`src/rtl/unpacker_if.sv`:
```
// Bundles the packed-word input stream and the unpacked pixel output of the
// BGR unpacker so both sides connect through a single port.
interface unpacker_if;
    logic [31:0] in_stream_tdata;
    logic [3:0]  in_stream_tkeep;
    logic        in_stream_tlast;
    logic        in_stream_tuser;
    logic        in_stream_tvalid;
    logic        in_stream_tready;
    logic [7:0]  r;
    logic [7:0]  g;
    logic [7:0]  b;
    logic        valid;
    logic        out_ready;
    logic        sof;
    logic        eol;
    logic        err;

    // Environment side: supplies packed words and pixel back-pressure.
    modport master (
        output in_stream_tdata, in_stream_tkeep, in_stream_tlast,
               in_stream_tuser, in_stream_tvalid, out_ready,
        input  in_stream_tready, r, g, b, valid, sof, eol, err
    );

    // Unpacker side: consumes packed words, produces pixels.
    modport slave (
        input  in_stream_tdata, in_stream_tkeep, in_stream_tlast,
               in_stream_tuser, in_stream_tvalid, out_ready,
        output in_stream_tready, r, g, b, valid, sof, eol, err
    );
endinterface

```
`src/rtl/unpacker.sv`:
```
// BGR byte-stream unpacker: three 32-bit words carry four 24-bit pixels.
// Phases 0-2 pass the incoming word straight through to a pixel with zero
// latency (valid follows tvalid, tready follows out_ready); phase 3 emits
// the fourth pixel purely from the stored residue bytes while the input is
// held off. Framing problems (resync on tuser, early tlast, bad tkeep) set
// a sticky err flag that only areset clears.
module unpacker #(
    parameter bit CHECK_KEEP = 1'b1
) (
    input  logic      aclk,
    input  logic      areset,
    unpacker_if.slave bus
);

    typedef enum logic [1:0] {
        PH0 = 2'd0,
        PH1 = 2'd1,
        PH2 = 2'd2,
        PH3 = 2'd3
    } phase_t;

    // Position within the 4-pixel group plus the leftover bytes of the
    // previous word that belong to the next pixel(s).
    phase_t     phase_r;
    logic [7:0] res0_r;
    logic [7:0] res1_r;
    logic [7:0] res2_r;
    logic       eol_pending_r;
    logic       err_r;

    phase_t      dec_phase_s;
    logic        resync_s;
    logic        accept_s;
    logic        keep_bad_s;
    logic        err_set_s;
    logic [23:0] pixel_s;
    logic        tready_s;
    logic        valid_s;
    logic        sof_s;
    logic        eol_s;

    // Assemble {r,g,b} for the given phase from the current word and residue.
    function automatic logic [23:0] decode_pixel(
        input phase_t      ph,
        input logic [31:0] d,
        input logic [7:0]  r0,
        input logic [7:0]  r1,
        input logic [7:0]  r2
    );
        logic [23:0] pix;
        case (ph)
            PH0:     pix = {d[23:16], d[15:8], d[7:0]};
            PH1:     pix = {d[15:8], d[7:0], r0};
            PH2:     pix = {d[7:0], r1, r0};
            PH3:     pix = {r2, r1, r0};
            default: pix = {r2, r1, r0};
        endcase
        return pix;
    endfunction

    // Decode the visible pixel and derive handshakes and error causes.
    always_comb begin
        resync_s    = 1'b0;
        dec_phase_s = phase_r;
        // A start-of-frame mid-group restarts the group on this very word.
        if (bus.in_stream_tvalid && bus.in_stream_tuser &&
            (phase_r == PH1 || phase_r == PH2)) begin
            resync_s    = 1'b1;
            dec_phase_s = PH0;
        end else begin
            resync_s    = 1'b0;
            dec_phase_s = phase_r;
        end

        pixel_s = decode_pixel(dec_phase_s, bus.in_stream_tdata, res0_r, res1_r, res2_r);

        if (areset) begin
            tready_s = 1'b0;
            valid_s  = 1'b0;
            sof_s    = 1'b0;
            eol_s    = 1'b0;
        end else if (phase_r == PH3) begin
            // Fourth pixel comes only from residue; input (incl. tuser) waits.
            tready_s = 1'b0;
            valid_s  = 1'b1;
            sof_s    = 1'b0;
            eol_s    = eol_pending_r;
        end else begin
            tready_s = bus.out_ready;
            valid_s  = bus.in_stream_tvalid;
            sof_s    = bus.in_stream_tvalid & bus.in_stream_tuser & (dec_phase_s == PH0);
            // tlast on a phase-2 word is reported on the following phase-3 pixel.
            eol_s    = bus.in_stream_tvalid & bus.in_stream_tlast & (dec_phase_s != PH2);
        end

        accept_s   = tready_s & bus.in_stream_tvalid;
        keep_bad_s = CHECK_KEEP & (bus.in_stream_tkeep != 4'hf);
        // A line ending anywhere but on a group boundary is a framing error.
        err_set_s  = accept_s & (keep_bad_s | resync_s |
                                 (bus.in_stream_tlast & (dec_phase_s != PH2)));
    end

    assign bus.in_stream_tready = tready_s;
    assign bus.valid            = valid_s;
    assign bus.sof              = sof_s;
    assign bus.eol              = eol_s;
    assign bus.r                = areset ? 8'h00 : pixel_s[23:16];
    assign bus.g                = areset ? 8'h00 : pixel_s[15:8];
    assign bus.b                = areset ? 8'h00 : pixel_s[7:0];
    assign bus.err              = err_r & ~areset;

    // Phase/residue FSM: advances on word acceptance in phases 0-2 and on the
    // pixel handshake in phase 3; err accumulates until reset.
    always_ff @(posedge aclk) begin
        if (areset) begin
            phase_r       <= PH0;
            res0_r        <= 8'h00;
            res1_r        <= 8'h00;
            res2_r        <= 8'h00;
            eol_pending_r <= 1'b0;
            err_r         <= 1'b0;
        end else begin
            err_r <= err_r | err_set_s;
            case (phase_r)
                PH3: begin
                    if (bus.out_ready) begin
                        phase_r       <= PH0;
                        eol_pending_r <= 1'b0;
                    end
                end
                default: begin
                    if (accept_s) begin
                        case (dec_phase_s)
                            PH0: begin
                                if (bus.in_stream_tlast) begin
                                    phase_r <= PH0;
                                    res0_r  <= 8'h00;
                                end else begin
                                    phase_r <= PH1;
                                    res0_r  <= bus.in_stream_tdata[31:24];
                                end
                                res1_r <= 8'h00;
                                res2_r <= 8'h00;
                            end
                            PH1: begin
                                if (bus.in_stream_tlast) begin
                                    phase_r <= PH0;
                                    res0_r  <= 8'h00;
                                    res1_r  <= 8'h00;
                                end else begin
                                    phase_r <= PH2;
                                    res0_r  <= bus.in_stream_tdata[23:16];
                                    res1_r  <= bus.in_stream_tdata[31:24];
                                end
                            end
                            PH2: begin
                                phase_r       <= PH3;
                                res0_r        <= bus.in_stream_tdata[15:8];
                                res1_r        <= bus.in_stream_tdata[23:16];
                                res2_r        <= bus.in_stream_tdata[31:24];
                                eol_pending_r <= bus.in_stream_tlast;
                            end
                            default: begin
                                phase_r <= PH0;
                            end
                        endcase
                    end
                end
            endcase
        end
    end

endmodule

```
`src/flat_wrapper.sv`:
```
// flat-port wrapper written by rule: the top's interface ports become plain ports
module unpacker_flat 
#(
    parameter bit CHECK_KEEP = 1'b1
)
  (aclk, areset, bus_in_stream_tdata, bus_in_stream_tkeep, bus_in_stream_tlast, bus_in_stream_tuser, bus_in_stream_tvalid, bus_out_ready, bus_in_stream_tready, bus_r, bus_g, bus_b, bus_valid, bus_sof, bus_eol, bus_err);
  unpacker_if bus_i ();
  input  logic aclk;
  input  logic areset;
  input wire logic [$bits(bus_i.in_stream_tdata)-1:0] bus_in_stream_tdata;
  input wire logic [$bits(bus_i.in_stream_tkeep)-1:0] bus_in_stream_tkeep;
  input wire logic [$bits(bus_i.in_stream_tlast)-1:0] bus_in_stream_tlast;
  input wire logic [$bits(bus_i.in_stream_tuser)-1:0] bus_in_stream_tuser;
  input wire logic [$bits(bus_i.in_stream_tvalid)-1:0] bus_in_stream_tvalid;
  input wire logic [$bits(bus_i.out_ready)-1:0] bus_out_ready;
  output wire logic [$bits(bus_i.in_stream_tready)-1:0] bus_in_stream_tready;
  output wire logic [$bits(bus_i.r)-1:0] bus_r;
  output wire logic [$bits(bus_i.g)-1:0] bus_g;
  output wire logic [$bits(bus_i.b)-1:0] bus_b;
  output wire logic [$bits(bus_i.valid)-1:0] bus_valid;
  output wire logic [$bits(bus_i.sof)-1:0] bus_sof;
  output wire logic [$bits(bus_i.eol)-1:0] bus_eol;
  output wire logic [$bits(bus_i.err)-1:0] bus_err;
  assign bus_i.in_stream_tdata = bus_in_stream_tdata;
  assign bus_i.in_stream_tkeep = bus_in_stream_tkeep;
  assign bus_i.in_stream_tlast = bus_in_stream_tlast;
  assign bus_i.in_stream_tuser = bus_in_stream_tuser;
  assign bus_i.in_stream_tvalid = bus_in_stream_tvalid;
  assign bus_i.out_ready = bus_out_ready;
  assign bus_in_stream_tready = bus_i.in_stream_tready;
  assign bus_r = bus_i.r;
  assign bus_g = bus_i.g;
  assign bus_b = bus_i.b;
  assign bus_valid = bus_i.valid;
  assign bus_sof = bus_i.sof;
  assign bus_eol = bus_i.eol;
  assign bus_err = bus_i.err;
  unpacker #(.CHECK_KEEP(CHECK_KEEP)) u_core (.aclk(aclk), .areset(areset), .bus(bus_i));
endmodule
```
`config.mk`:
```
export PLATFORM = sky130hd
export DESIGN_NAME = unpacker_flat
export DESIGN_NICKNAME = d
export VERILOG_FILES = /design/src/rtl/unpacker_if.sv /design/src/rtl/unpacker.sv /design/src/flat_wrapper.sv
export SDC_FILE = /design/constraint.sdc
export NUM_CORES = 1
export LEC_CHECK = 0
export CORE_AREA = 2 2 72 74
export CTS_CLUSTER_DIAMETER = 60
export DETAILED_ROUTE_END_ITERATION = 7
export DIE_AREA = 0 0 74 76
export HOLD_SLACK_MARGIN = 0.15
export MAX_ROUTING_LAYER = met4
export PLACE_DENSITY_LB_ADDON = 0.12
export SLEW_MARGIN = 20
export SYNTH_ARGS = -nofsm -noshare
export SYNTH_HDL_FRONTEND = slang
export SYNTH_SLANG_ARGS = --single-unit
```
`constraint.sdc`:
```
create_clock -name aclk -period 4.25 [get_ports aclk]
set_input_delay 1.275 -clock aclk [delete_from_list [all_inputs] [get_ports aclk]]
set_output_delay 1.275 -clock aclk [all_outputs]
set_load 0.05 [all_outputs]
```
==> reports/results.txt <==
status -> finished, final reports clean
main flop type after synthesis -> dfxtp_1
initial drt markers -> 297
Buf/Inv on CP -> 4
Post-Syn Instances -> 302
Post-synth EDFFs -> 0
CTS max path bufs -> 2
Critical Path Start Type -> primary input
FP Rows -> 26
register area share after synthesis -> 0.251
ANT cells -> 0
commonest cells after routing, fill and taps aside -> 51 x nand2_1, 38 x clkdlybuf4s50_1, 30 x buf_12, 30 x buf_4, 28 x dfxtp_1
Synth async-reset ratio -> 0
die area -> 5620 µm²
CP delay by family, top -> compound AO/OA/AOI/OAI gates
# H-tree levels -> 1
peak supply drop -> 0.000194 V
relative slew slack -> 0.529
Avg Inst Size Synth -> 7.38 µm²
FF+latch area -> 561 µm²
vias per inst -> 5.88
first-pass GRT wire length -> 12.2 mm
fillers -> 351
initial antenna violation count -> 0
placed cell count -> 440
setup ws final -> 0.0565 ns
crit-path max FO -> 8
Wirelength per Cell -> 16.6 µm
final hold vios -> 0
slowest CP cell -> a222oi_1
area of the multi-input gates -> 1810 µm²
share of cells above drive strength 1 -> 0.311
Worst-path clk slew -> 0.10 ns
commonest non-fill, non-tap cell in the layout -> nand2_1
synthesis-stage register bit count -> 28
Initial Utilization -> 0.454
Pleak -> 0.00135 µW
CTS tree -> built
Final ANT Viol Nets -> 0
fin crit share -> 0.987
Critical Path AT -> 2.92 ns
cell area after synthesis -> 2230 µm²
area grow syn2layout -> 71.5%
Tightest Pin Transition -> 0.707 ns
gpl congestion -> 0.904
io pins -> 71
post-synth net total -> 350
post-detailed-routing wire length -> 7.47 mm
Worst Path Class, Setup -> primary input to output pin
Placement Setup Slack -> -0.574 ns
Final Max Slew Viols -> 0
pwr dens -> 221 nW/µm²
via count -> 2642
Setup crit end kind -> output pin
f_max -> 0.238 GHz
post-route insts no fill -> 449
min Tclk post-route -> 4.19 ns
final setup skew -> 0.00445 ns
CTS root buf -> clkbuf_8
crit path cell chain -> buf_2, and3_4, nor2_4, buf_4, ha_4, buf_6, a222oi_1, o21a_1, nor2_2, buf_12
DRT Pass-1 Iters -> 6
number of port buffers -> 70
DP Wirelength -> 5.04 mm
CTS buffer count -> 3
final setup fails -> 0
vias in the first global route -> 2489
critical path required time -> 2.97 ns
residual DRC count -> 0
clk_lat worst skew -> 0.28 ns
Std-Cell Core Area -> 4910 µm²
Die Wd -> 74 µm
RSZ-0062 raised after global routing -> false
overall power -> 845 µW
overall fraction of global-route tracks in use -> 0.279
Chip Height -> 76 µm
fin nets -> 428
Worst Hold Class -> register to register
CP peak stage delay -> 0.38 ns
Max Cap Viol -> 0
distinct cell type count after synthesis -> 38
clock sink count -> 28
remaining global-route overflow -> 0
largest net degree at the start of global routing -> 30
synth warn -> 0
## per-layer routing
layer	share of wire	vias to the layer above	wire length (µm)	GRT usage
li1	-	1242	-	-
met1	0.43	1246	3230	0.388
met2	0.47	133	3520	0.421
met3	0.074	21	551	0.0331
met4	0.023	0	170	0.0873
met5	0	-	0	-
## logic make-up (layout without fill, tap and decap cells)
family | after synthesis | in the layout | synth area share
and+or+nand+nor | 140 | 140 | 0.327
buffers and inverters | 37 | 114 | 0.0769
muxes | 8 | 8 | 0.0359
adders and majority gates | 6 | 6 | 0.0337
AOI/OAI and AO/OA | 83 | 83 | 0.275
DFF | 28 | 28 | 0.251
## metrics by stage
stage | utilization | cell area, µm² | setup TNS [ns] | hold WS (ns)
2_1_floorplan | - | 2440 | -0.558 | 0.436
3_3_place_gp | 0.733 | 3600 | -10.03 | 0.444
3_5_place_dp | 0.733 | 3600 | -11.20 | 0.453
4_1_cts | 0.772 | 3790 | 0 | 0.473
5_1_grt | 0.778 | 3820 | 0 | 0.505
6_report | 0.778 | 3820 | 0 | 0.478
## cell usage after synthesis (2+ instances only)
master | instances | area, µm²
a211o_1 | 10 | 87.6
a211oi_1 | 8 | 60.1
a21o_1 | 8 | 60.1
a21oi_1 | 23 | 115
a21oi_2 | 2 | 17.5
a221oi_1 | 8 | 70.1
a222oi_1 | 8 | 80.1
a31oi_1 | 2 | 12.5
buf_2 | 14 | 70.1
buf_4 | 2 | 15.0
clkbuf_1 | 16 | 60.1
dfxtp_1 | 28 | 561
ha_1 | 6 | 75.1
inv_1 | 4 | 15.0
mux2i_1 | 8 | 80.1
nand2_1 | 51 | 191
nand2b_1 | 9 | 56.3
nand3_1 | 3 | 15.0
nand3b_1 | 26 | 195
nor2_1 | 20 | 75.1
nor2b_1 | 12 | 75.1
nor3_1 | 10 | 50.1
o21a_1 | 8 | 60.1
o21ai_0 | 2 | 10.0
## state kept, by name (all words and copies together), names as in the netlist
name                  count
u_core.eol_pending_r      1
u_core.err_r              1
u_core.res1_r             8
u_core.res2_r             8
u_core.phase_r            2
u_core.res0_r             8
## cell type report
type / instances / area share
clock buffer: 4 / 0.0144
inverter: 4 / 0.00393
multi-input combinational: 237 / 0.474
sequential: 28 / 0.147
tap: 70 / 0.0229
timing repair buffer: 106 / 0.338
## tightest hold or removal path: stages (launching register included)
cell and delay (ns):
dfxtp_1 0.33, nand2_1 0.06, a21oi_1 0.05
## repair_timing
item | CTS | global route
hold buffers | 0 | 0
gates cloned | 1 | 0
setup endpoints to repair | 25 | 23
resized for setup | 25 | 7
buffers inserted | 4 | 0
pin swaps | 4 | 5
## power by group
part	switching, µW	internal (µW)
Sequential	4.47	268
Combinational	209	195
Clock	84.8	83.1
## final timing paths
kind                                            from          endpoint  slack [ns]  depth (start not counted)
worst min-delay path                u_core.res1_r[1]  u_core.res1_r[1]        0.48                          2
worst max register to register     u_core.phase_r[1]  u_core.res0_r[6]        1.81                          9
worst max-delay path            bus_in_stream_tvalid          bus_r[7]        0.06                         10
worst min register to register      u_core.res1_r[1]  u_core.res1_r[1]        0.48                          2
(Power assumes the default switching activity.)
